## config.mk

```make
export PLATFORM = sky130hd
export DESIGN_NAME = unidade_controle
export DESIGN_NICKNAME = d
export VERILOG_FILES = /design/src/rtl/unidade_controle.sv
export SDC_FILE = /design/constraint.sdc
export NUM_CORES = 1
export LEC_CHECK = 0
export CORE_MARGIN = 1
export CORE_UTILIZATION = 30
export DETAILED_ROUTE_END_ITERATION = 10
export HOLD_SLACK_MARGIN = 0.12
export PLACE_DENSITY = 0.78
export SETUP_SLACK_MARGIN = 0.3
export SLEW_MARGIN = 40
export SYNTH_ARGS = -nofsm -noshare
export SYNTH_HDL_FRONTEND = slang
export SYNTH_SLANG_ARGS = --single-unit
export TNS_END_PERCENT = 1
```

## constraint.sdc

```tcl
create_clock -name Clock -period 1.6 [get_ports Clock]
set_input_delay 0.16 -clock Clock [delete_from_list [all_inputs] [get_ports Clock]]
set_output_delay 0.16 -clock Clock [all_outputs]
set_load 0.01 [all_outputs]
```

## src/rtl/unidade_controle.sv

```systemverilog
// Control unit for the multicycle processor.
// A 3-bit step register walks fetch (T0-T2) and execute (T3-T5); every
// datapath enable is a combinational decode of the current step, IR, GNZ
// and Run. Instruction word: IR[8:6] opcode, IR[5:3] Rx, IR[2:0] Ry.
//
// state | meaning
// T0    | idle while Run=0; with Run=1 drive PC (R7) onto the bus, load ADDR
// T1    | memory read latency, increment PC
// T2    | load IR from DIN
// T3    | first execute step (mv/mvnz/nop finish here)
// T4    | second execute step
// T5    | last execute step of mvi/add/sub/ld/st
module unidade_controle (
    input  logic       Clock,
    input  logic       Resetn,
    input  logic       Run,
    input  logic [8:0] IR,
    input  logic       GNZ,
    output logic [2:0] Tstep,
    output logic [7:0] Rout,
    output logic       Gout,
    output logic       DINout,
    output logic [7:0] Rin,
    output logic       Ain,
    output logic       Gin,
    output logic       IRin,
    output logic       Ulaop,
    output logic       ADDRin,
    output logic       DOUTin,
    output logic       W_D,
    output logic       IncrPc,
    output logic       Done
);

    typedef enum logic [2:0] {
        T0 = 3'd0,
        T1 = 3'd1,
        T2 = 3'd2,
        T3 = 3'd3,
        T4 = 3'd4,
        T5 = 3'd5
    } step_e;

    localparam logic [2:0] OP_MV   = 3'b000;
    localparam logic [2:0] OP_MVI  = 3'b001;
    localparam logic [2:0] OP_ADD  = 3'b010;
    localparam logic [2:0] OP_SUB  = 3'b011;
    localparam logic [2:0] OP_MVNZ = 3'b100;
    localparam logic [2:0] OP_LD   = 3'b101;
    localparam logic [2:0] OP_ST   = 3'b110;

    step_e      step_q;
    step_e      step_d;

    logic [2:0] opcode;
    logic [7:0] rx_oh;
    logic [7:0] ry_oh;

    logic [7:0] rout_c;
    logic [7:0] rin_c;
    logic       gout_c;
    logic       dinout_c;
    logic       ain_c;
    logic       gin_c;
    logic       irin_c;
    logic       ulaop_c;
    logic       addrin_c;
    logic       doutin_c;
    logic       wd_c;
    logic       incrpc_c;
    logic       done_c;

    assign opcode = IR[8:6];
    assign rx_oh  = 8'(1) << IR[5:3];
    assign ry_oh  = 8'(1) << IR[2:0];

    // Step register; reset abandons any instruction in flight.
    always_ff @(posedge Clock or negedge Resetn) begin
        if (!Resetn) begin
            step_q <= T0;
        end else begin
            step_q <= step_d;
        end
    end

    // Next-step and per-step enable decode.
    always_comb begin
        step_d   = step_q;
        rout_c   = '0;
        rin_c    = '0;
        gout_c   = 1'b0;
        dinout_c = 1'b0;
        ain_c    = 1'b0;
        gin_c    = 1'b0;
        irin_c   = 1'b0;
        ulaop_c  = 1'b0;
        addrin_c = 1'b0;
        doutin_c = 1'b0;
        wd_c     = 1'b0;
        incrpc_c = 1'b0;
        done_c   = 1'b0;

        case (step_q)
            T0: begin
                // Run is only looked at here; once fetch starts it completes.
                if (Run) begin
                    rout_c[7] = 1'b1;
                    addrin_c  = 1'b1;
                    step_d    = T1;
                end
            end
            T1: begin
                incrpc_c = 1'b1;
                step_d   = T2;
            end
            T2: begin
                irin_c = 1'b1;
                step_d = T3;
            end
            T3: begin
                step_d = T4;
                case (opcode)
                    OP_MV: begin
                        rout_c = ry_oh;
                        rin_c  = rx_oh;
                        done_c = 1'b1;
                    end
                    OP_MVI: begin
                        // PC already points at the immediate word.
                        rout_c[7] = 1'b1;
                        addrin_c  = 1'b1;
                    end
                    OP_ADD, OP_SUB: begin
                        rout_c = rx_oh;
                        ain_c  = 1'b1;
                    end
                    OP_MVNZ: begin
                        if (GNZ) begin
                            rout_c = ry_oh;
                            rin_c  = rx_oh;
                        end
                        done_c = 1'b1;
                    end
                    OP_LD, OP_ST: begin
                        rout_c   = ry_oh;
                        addrin_c = 1'b1;
                    end
                    default: begin
                        done_c = 1'b1;
                    end
                endcase
            end
            T4: begin
                step_d = T5;
                case (opcode)
                    OP_MVI: begin
                        incrpc_c = 1'b1;
                    end
                    OP_ADD, OP_SUB: begin
                        rout_c  = ry_oh;
                        gin_c   = 1'b1;
                        ulaop_c = IR[6];
                    end
                    OP_LD: begin
                        // memory read latency, nothing enabled
                    end
                    OP_ST: begin
                        rout_c   = rx_oh;
                        doutin_c = 1'b1;
                    end
                    default: begin
                        // short instruction cannot reach T4; recover to fetch
                        step_d = T0;
                    end
                endcase
            end
            T5: begin
                step_d = T0;
                case (opcode)
                    OP_MVI, OP_LD: begin
                        dinout_c = 1'b1;
                        rin_c    = rx_oh;
                        done_c   = 1'b1;
                    end
                    OP_ADD, OP_SUB: begin
                        gout_c = 1'b1;
                        rin_c  = rx_oh;
                        done_c = 1'b1;
                    end
                    OP_ST: begin
                        wd_c   = 1'b1;
                        done_c = 1'b1;
                    end
                    default: begin
                    end
                endcase
            end
            default: begin
                step_d = T0;
            end
        endcase

        if (done_c) begin
            step_d = T0;
        end
    end

    // Outputs are forced low for as long as reset is held, independent of the clock.
    assign Tstep  = step_q;
    assign Rout   = Resetn ? rout_c : 8'h00;
    assign Rin    = Resetn ? rin_c  : 8'h00;
    assign Gout   = Resetn & gout_c;
    assign DINout = Resetn & dinout_c;
    assign Ain    = Resetn & ain_c;
    assign Gin    = Resetn & gin_c;
    assign IRin   = Resetn & irin_c;
    assign Ulaop  = Resetn & ulaop_c;
    assign ADDRin = Resetn & addrin_c;
    assign DOUTin = Resetn & doutin_c;
    assign W_D    = Resetn & wd_c;
    assign IncrPc = Resetn & incrpc_c;
    assign Done   = Resetn & done_c;

endmodule
```

==> out/qor.csv, run 1 <==
stage,metric,value,unit
run_status,status,finished with violations,
run_status,violations,setup timing,
worst_setup_path,critPathMaxFanout,2,
floorplan,io_pins,43,
worst_setup_path,endpoint,Rout[2],
final_layout,largest_reg_flops,3,
clock_network,cts_tree,built,
yosys,synth_warnings,0,
floorplan,die_h,51.0,um
place,io_buffer_count,42,
final_layout,insertedDiodeCount,0,
worst_setup_path,cpMaxStageDelayCell,clkdlybuf4s50_1,
grt,grt-ovfl-total,0,
clock_network,clockBufferDepth,2,
clock_network,clock_sinks,3,
timing,hold_viol_final,0,
drt,drc,0,
power_and_ir_drop,pwr_density_cell,838,nW/um2
timing,drv_slew,0,
worst_setup_path,end_kind,primary output,
yosys,synth_fp_nets,122,
floorplan,core,2230,um2
clock_network,clk_pin_slew,0.04,ns
timing,fin_crit_sh,1.17,
power_and_ir_drop,total_power,1380,uW
worst_setup_path,arrival,1.71,ns
yosys,avgSynthCellArea,6.61,um2
final_layout,area_growth,128,%
worst_setup_path,critPathMaxStageDelay,0.43,ns
clock_network,hold_buffers,0,
clock_network,h-tree-depth,1,
drt,drtIter0Drc,16,
worst_setup_path,worst-path-buf-inv,2,
worst_setup_path,cp_cell_sequence,"clkdlybuf4s50_1, or3b_4, o32a_1, a221o_1, o21ai_2, buf_2",
grt,grt_usage,0.248,
grt,grt_max_degree,12,
clock_network,clockRootBuffer,clkbuf_4,
worst_setup_path,crit_required,1.44,ns
clock_network,numCtsBuffers,3,
yosys,synth.yosys.seq_area_share,0.104,
final_layout,fill_cells,173,
final_layout,layout.nets,201,
worst_setup_path,crit_type,in2out,
worst_setup_path,timing.rr.end,Tstep[0],
power_and_ir_drop,vdd_drop_max,0.774,mV
yosys,synth_common_cells,"nor2_1 (17), nand2_1 (7), nand3_1 (7), o22ai_1 (7)",
worst_hold_path,hp-class,in2async,
yosys,synth_area,721,um2
timing,min_period,1.87,ns
grt,antenna_found_initial,0,
yosys,syn-instance-count,109,
timing,setup_viol,20,
worst_setup_path,startpoint_type,input pin,
grt,grt_pass1_wl,4.95,mm
floorplan,dieArea,2600,um2
worst_setup_path,rr_worst_depth,6,
final_layout,multi_input_area,858,um2
drt,drt_first_pass_iters,4,
drt,routed_wl,2.99,mm
yosys,yosys-top-cells-area,"dfrtp_1 (10%), nor2_1 (8.9%), o22ai_1 (6.1%), nand2b_1 (5.2%), nand3_1 (4.9%)",
yosys,synth_top_cell_by_area,dfrtp_1,
place,gp_congestion,0.898,
drt,viasPerCell,5.19,
timing,max-slew-margin-rel,0.784,
yosys,synth_edf_count,0,
timing,maxClockFrequency,535,MHz
worst_setup_path,crit_start,IR[5],
place,preCtsSetupSlack,-0.848,ns
job,max_cap_viol_count,0,
yosys,ys_ff_latch,3,
worst_setup_path,cp.depth,6,
drt,wl_per_cell,13.9,um
worst_setup_path,r2r-start,Tstep[1],
floorplan,die_width,51.0,um
final_layout,regArea,76.3,um2
timing,fin_ws,-0.270,ns
worst_setup_path,reg2reg_slack,0.36,ns
timing,worst_pin_slew,0.324,ns
power_and_ir_drop,p_leak,0.000700,uW
final_layout,drive_gt1_frac,0.594,
worst_setup_path,crit_family,buffers and inverters,
place,hpwl,2.30,mm
timing,clock_skew,0.00296,ns
clock_network,clock_latency,0.23,ns
timing,rsz0062_at_grt,yes,
drt,via_count,1115,
floorplan,rows,17,
floorplan,initial_core_util,0.323,
drt,postRouteAntennaNets,0,
yosys,synthArstFlopShare,1.00,
yosys,yosys.area.top_type_share,0.104,
yosys,synth_cell_type_count,40,
grt,grt_pass1_vias,1109,
yosys,synth-main-ff-cell,dfrtp_1,
yosys,synth_most_common_cell,nor2_1,
## worst min-delay path by stage
stage | end | depth (start not counted)
after detailed placement | Tstep[0] | 2
after floorplan | Tstep[0] | 0
final | Tstep[0] | 2
after global routing | Tstep[0] | 2
after CTS | Tstep[0] | 2
after global placement | Tstep[0] | 2
## per-stage QoR
stage / instance area, um2 / utilization / hold WS [ns] / instances / TNS, ns
after floorplan: 825 / - / -0.136 / 109 / 0
after global placement: 1500 / 0.672 / 0.662 / 206 / -14.98
after detailed placement: 1500 / 0.672 / 0.667 / 206 / -15.35
after CTS: 1590 / 0.710 / 0.155 / 214 / -4.31
after global routing: 1640 / 0.736 / 0.176 / 215 / -5.46
final: 1640 / 0.736 / 0.153 / 215 / -3.56
## cell usage in the layout, fill, tap and decap left out, types with 3 or more instances in the layout
| cell | Yosys | layout |
|---|---|---|
| o22ai_2 | 0 | 6 |
| clkbuf_4 | 0 | 3 |
| buf_2 | 2 | 21 |
| nor3_2 | 0 | 3 |
| nand3_1 | 7 | 4 |
| nand3b_1 | 3 | 3 |
| nand2_1 | 7 | 7 |
| a21oi_2 | 0 | 3 |
| buf_4 | 0 | 31 |
| nand2b_4 | 0 | 4 |
| buf_6 | 0 | 9 |
| dlygate4sd2_1 | 0 | 11 |
| nor2_1 | 17 | 16 |
| clkdlybuf4s15_2 | 0 | 5 |
| clkdlybuf4s50_1 | 0 | 4 |
| nor2b_4 | 0 | 3 |
## worst reg2reg max path, stage by stage, from the launching register on
cell     delay (ns)
dfrtp_1        0.41
buf_6          0.15
nor2b_4        0.13
buf_6          0.12
nand3_1        0.10
buf_4          0.15
a21oi_1        0.10
## what timing repair did
action | 4_1_cts | 5_1_grt
hold endpoints to repair | 0 | 0
setup endpoints to repair | 31 | 29
pin swaps | 17 | 12
buffers inserted | 4 | 1
resized for setup | 131 | 19
## cell type report
cell class / count / area share
timing repair buffer: 82 / 0.392
multi-input combinational: 97 / 0.522
inverter: 1 / 0.00228
clock buffer: 4 / 0.0160
tap: 28 / 0.0213
sequential: 3 / 0.0464
## power by group
group          leakage (uW)  switching (uW)  internal [uW]
sequential        0.0000362            57.5            116
clock             0.0000150            39.4           93.5
combinational      0.000649             500            572
total              0.000700             597            781
## kinds of logic after synthesis
| kind of cell | synth area share |
|---|---|
| buffers and inverters | 0.0503 |
| AOI/OAI and AO/OA | 0.292 |
| and+or+nand+nor | 0.516 |
| xor gates and xnor gates | 0.0243 |
| muxes | 0.0139 |
| DFF | 0.104 |
## layer usage
metal	wire, um	global-route usage	part of all wire	vias to the layer above
li1	-	-	-	571
met1	1320	0.295	0.44	517
met2	1570	0.465	0.53	25
met3	78	0.0179	0.026	2
met4	17	0.0741	0.0057	0
met5	0	0	0	-
(Power assumes the default switching activity.)
==> run 2, diff against run 1 <==
--- a/config.mk
+++ b/config.mk
@@ -5,12 +5,14 @@
 export SDC_FILE = /design/constraint.sdc
 export NUM_CORES = 1
 export LEC_CHECK = 0
+export CAP_MARGIN = 20
 export CORE_MARGIN = 1
 export CORE_UTILIZATION = 30
 export DETAILED_ROUTE_END_ITERATION = 10
 export HOLD_SLACK_MARGIN = 0.12
 export PLACE_DENSITY = 0.78
 export SETUP_SLACK_MARGIN = 0.3
+export SKIP_LAST_GASP = 1
 export SLEW_MARGIN = 40
 export SYNTH_ARGS = -nofsm -noshare
 export SYNTH_HDL_FRONTEND = slang
==> constraint.sdc (replaced) <==
create_clock -name Clock -period 1.75 [get_ports Clock]
set_input_delay 0.175 -clock Clock [delete_from_list [all_inputs] [get_ports Clock]]
set_output_delay 0.175 -clock Clock [all_outputs]
set_load 0.01 [all_outputs]
==> out/qor.csv, run 2 (synthesis results as in run 1) <==
stage,metric,value,unit
run_status,status,finished with violations,
run_status,violations,setup timing,
timing,rsz0062_at_grt,yes,
drt,wl_per_cell,15.9,um
drt,postRouteAntennaNets,0,
timing,whs,0.144,ns
final_layout,drive_gt1_frac,0.492,
grt,grt_pass1_vias,1232,
drt,drt_first_pass_iters,4,
final_layout,mostFrequentLayoutCells,"buf_4 (45), dlygate4sd2_1 (24), nor2_1 (16), clkdlybuf4s50_1 (8)",
place,hpwl,2.26,mm
timing,worst_pin_slew,0.248,ns
worst_hold_path,hp-class,in2async,
timing,fin_ws,-0.206,ns
place,place_inst,202,
clock_network,clockBufferDepth,2,
timing,min_period,1.96,ns
drt,via_count,1246,
final_layout,layout_commonest_cell,buf_4,
clock_network,hold_buffers,0,
timing,max-slew-margin-rel,0.830,
drt,drc,0,
drt,routed_wl,3.57,mm
grt,grt-ovfl-total,0,
drt,drtIter0Drc,18,
power_and_ir_drop,p_leak,0.000772,uW
clock_network,clk_pin_slew,0.04,ns
grt,grt_usage,0.282,
place,io_buffer_count,42,
floorplan,rows,17,
final_layout,finalNonFillerCells,225,
timing,setup_viol,23,
worst_setup_path,arrival,1.78,ns
floorplan,initial_core_util,0.323,
clock_network,clockRootBuffer,clkbuf_4,
job,max_cap_viol_count,0,
power_and_ir_drop,vdd_drop_max,0.714,mV
worst_setup_path,crit_type,reg2out,
floorplan,die_width,51.0,um
timing,hold_viol_final,0,
clock_network,h-tree-depth,1,
final_layout,layout.nets,211,
worst_setup_path,startpoint_type,register,
floorplan,die_h,51.0,um
floorplan,dieArea,2600,um2
timing,drv_slew,0,
worst_setup_path,critPathMaxFanout,8,
clock_network,clock_latency,0.24,ns
clock_network,clock_sinks,3,
drt,viasPerCell,5.54,
floorplan,core,2230,um2
clock_network,cts_tree,built,
final_layout,area_growth,137,%
final_layout,largest_reg_flops,3,
clock_network,numCtsBuffers,3,
grt,grt_pass1_wl,5.60,mm
grt,grt_max_degree,10,
worst_setup_path,crit_required,1.57,ns
floorplan,io_pins,43,
place,gp_congestion,0.905,
timing,maxClockFrequency,511,MHz
grt,antenna_found_initial,0,
timing,clock_skew,0.00461,ns
timing,fin_crit_sh,1.12,
power_and_ir_drop,pwr_density_cell,784,nW/um2
worst_setup_path,end_kind,primary output,
final_layout,insertedDiodeCount,0,
-- run 2: cell count changes in the layout (fill, tap and decap cells not counted), sizes merged --
cell and delta:
buf -6, clkdlybuf4s15 -1, clkdlybuf4s50 +4, dlygate4sd2 +13
-- run 2: per-layer routing --
metal / part of all wire / global-route usage / wire length [um]
met1: 0.37 / 0.289 / 1330
met2: 0.54 / 0.533 / 1910
met3: 0.047 / 0.0506 / 167
met4: 0.044 / 0.153 / 157
met5: 0 / 0 / 0
-- run 2: final timing paths --
check                               from       end  slack [ns]  cells past startpoint
worst max-delay path            Tstep[1]   Rout[0]       -0.21                      8
worst max register to register  Tstep[1]  Tstep[0]        0.54                      5
worst min register to register  Tstep[0]  Tstep[0]        0.68                      2
worst min-delay path              Resetn  Tstep[0]        0.14                      2
max in group asynchronous         Resetn  Tstep[2]        1.49                      2
min in group Clock                   Run  Tstep[0]        0.59                      3
-- run 2: area by class of cell --
class | instances | area (um2)
Tap cell | 28 | 35.0
Clock buffer | 4 | 26.3
Timing Repair Buffer | 92 | 761
Fill cell | 156 | 524
Sequential cell | 3 | 78.8
Multi-Input combinational cell | 97 | 805
Inverter | 1 | 3.75
-- run 2: timing repair --
| item | in CTS | in global routing |
|---|---|---|
| setup buffers | 18 | 0 |
| setup endpoints to repair | 30 | 30 |
| gates resized for setup | 78 | 2 |
| gates cloned | 1 | 0 |
| pin swaps | 11 | 2 |
-- run 2: power breakdown --
part / total, uW / switching, uW / leakage [uW] / internal (uW)
registers: 179 / 68.7 / 0.0000340 / 110
clock network: 127 / 41.2 / 0.0000150 / 85.8
logic: 1030 / 460 / 0.000723 / 574
-- run 2: stage by stage --
stage / TNS [ns] / utilization / total power, uW / instance area, um2 / worst slack, ns
6_report: -3.40 / 0.765 / 1340 / 1710 / -0.206
4_1_cts: -3.07 / 0.762 / 1300 / 1700 / -0.187
3_5_place_dp: -11.82 / 0.658 / 951 / 1470 / -0.675
3_3_place_gp: -11.19 / 0.658 / 926 / 1470 / -0.656
2_1_floorplan: 0 / - / 601 / 833 / 0.253
5_1_grt: -5.38 / 0.765 / 1430 / 1710 / -0.291
-- run 2: critical path, cell delays in order, from the launching register on --
cell,delay (ns)
dfrtp_2,0.47
nand4bb_4,0.23
buf_4,0.17
nor2_4,0.13
a21oi_4,0.07
buf_12,0.14
buf_4,0.12
o22ai_2,0.07
buf_2,0.14
==> run 3, diff against run 2 <==
--- a/config.mk
+++ b/config.mk
@@ -5,13 +5,14 @@
 export SDC_FILE = /design/constraint.sdc
 export NUM_CORES = 1
 export LEC_CHECK = 0
+export ABC_CLOCK_PERIOD_IN_PS = 1750
 export CAP_MARGIN = 20
 export CORE_MARGIN = 1
 export CORE_UTILIZATION = 30
 export DETAILED_ROUTE_END_ITERATION = 10
 export HOLD_SLACK_MARGIN = 0.12
 export PLACE_DENSITY = 0.78
-export SETUP_SLACK_MARGIN = 0.3
+export SETUP_SLACK_MARGIN = 0.4
 export SKIP_LAST_GASP = 1
 export SLEW_MARGIN = 40
 export SYNTH_ARGS = -nofsm -noshare
==> results of run 3 <==
No change in the layout: final DEF, timing and power equal those of run 2.
==> RTL edit, RTL diff (settings of run 2) <==
Make the reset (`Resetn`) synchronous in one clocked block.
--- a/src/rtl/unidade_controle.sv
+++ b/src/rtl/unidade_controle.sv
@@ -76,5 +76,5 @@
 
     // Step register; reset abandons any instruction in flight.
-    always_ff @(posedge Clock or negedge Resetn) begin
+    always_ff @(posedge Clock) begin
         if (!Resetn) begin
             step_q <= T0;
Formal check against the unedited RTL: differs if Resetn is asserted again (counterexample within 4 cycles, from zero or initial values and one cycle with Resetn low); with Resetn held inactive, the same outputs for 10 cycles.
==> RTL edit against run 2 <==
The run still ends with setup timing left; highest routed layer unchanged; setup slack improved by 0.15 ns; largest cell class unchanged; core utilization fell by 4.6 points; area after synthesis fell by 0.17%; sequential cell count did not move; critical path depth fell by 2; wire length fell by 17%; final area fell by 6.1%.
Power is not compared: it rests on default switching activity, and its combinational part moved more than twofold at a synthesized area within 25%.
==> RTL edit: results (changes against run 2) <==
[metrics] outcome: finished with violations
[metrics] violated checks: setup timing
[metrics] routing usage on met2: 47.4% (-5.9 points)
[metrics] portion of the post-synthesis area used by sequential elements: 8.35% (-2.1 points)
[metrics] final setup violating endpoints: 13 (-43%)
[metrics] total length of routed met2 wires: 1.59 mm (-17%)
[metrics] synthesized netlist net count: 127 (+4.1%)
[metrics] wirelength, routed: 2.96 mm (-17%)
[metrics] Met1 Wirelength: 1.14 mm (-14%)
[metrics] worst slack, placed: -0.653 ns (+0.0223 ns)
[metrics] routed length per placed instance: 13.3 um (-16%)
[metrics] fraction of final layout cells with drive strength greater than 1: 43.6% (-5.6 points)
[metrics] post-synthesis xor/xnor area fraction: 1.22% (-1.2 points)
[metrics] number of gates resized after cts: 89 (+14%)
[metrics] total instance count after detailed placement: 213 (+5.4%)
[metrics] main flop type after synthesis: dfxtp_1
[metrics] asr flop ratio synth: 0% (-100 points)
[metrics] overall routing resource usage: 24.6% (-3.6 points)
[metrics] wire length of the first global-routing pass: 4.95 mm (-12%)
[metrics] proportion of synthesized area in mux cells: 1.39% (+0.0024 points)
[metrics] # Post-CTS Setup Buffers: 6 (-12)
[metrics] total met3 wirelength after detailed routing: 187 um (+12%)
[metrics] transition time at the pin with the least slew margin: 0.311 ns (+0.0630 ns)
[metrics] CP Max Fanout: 6 (-2)
[metrics] WP data arrival: 1.63 ns (-0.15 ns)
[metrics] final weighted congestion in routability-driven placement: 0.815 (-10%)
[metrics] setup clock skew after layout: 0.00305 ns (-0.00157 ns)
[metrics] classification of the worst-slack hold path: in -> reg
[metrics] least setup slack across all paths after layout: -0.0572 ns (+0.149 ns)
[metrics] ranking of synthesized cells by instance count: 16 x nor2_1, 14 x nand2_1, 11 x nand2b_1, 7 x a21oi_1, 7 x nand3_1
[metrics] DRC marker count from the first detailed-route iteration: 12 (-6)
[metrics] Placed Area: 1480 um2 (+0.51%)
[metrics] via/cell ratio: 5.21 (-6.0%)
[metrics] Mean Syn Cell Area: 6.31 um2 (-4.6%)
[metrics] Total Negative Setup Slacks: -0.324 ns (+3.08 ns)
[metrics] detailed placer's ending HPWL: 2.25 mm (-0.37%)
[metrics] Slowest cell on crit path: dfxtp_4
[metrics] top post-synthesis cells by area: nand2b_1 9.6%, dfxtp_1 8.3%, nor2_1 8.3%
[metrics] global routing usage on met1: 25.6% (-3.3 points)
[metrics] pin count of the biggest net entering global routing: 11 (+1)
RTL edit: cell type report:
type	instances	share of cell area, %
inverters	2	0.468
flip-flops and latches	3	4.29
multi-input cells	103	49.6
repair buffers	83	41.8
well taps	28	2.18
clock buffers	4	1.64
RTL edit: worst paths after layout:
check                              start       end  slack [ns]  depth (start not counted)
worst max-delay path            Tstep[1]   Rout[1]       -0.06                          6
worst min register to register  Tstep[0]  Tstep[1]        0.69                          3
worst min-delay path              Resetn  Tstep[0]        0.57                          4
worst max register to register  Tstep[2]  Tstep[0]        0.52                          6
RTL edit: through the flow:
step	hold slack [ns]	power, uW
floorplan	0.305	208
global placement	0.674	342
detailed placement	0.695	350
CTS	0.567	502
global route	0.603	531
finish	0.567	500
RTL edit: power by group through the flow:
stage | sequential [uW] | combinational (uW) | clock (uW)
after floorplan | 85.1 | 123 | 0
after global placement | 85.2 | 257 | 0
after detailed placement | 85.5 | 264 | 0
after CTS | 84.8 | 285 | 131
after global routing | 86.2 | 311 | 134
final | 85.0 | 288 | 127
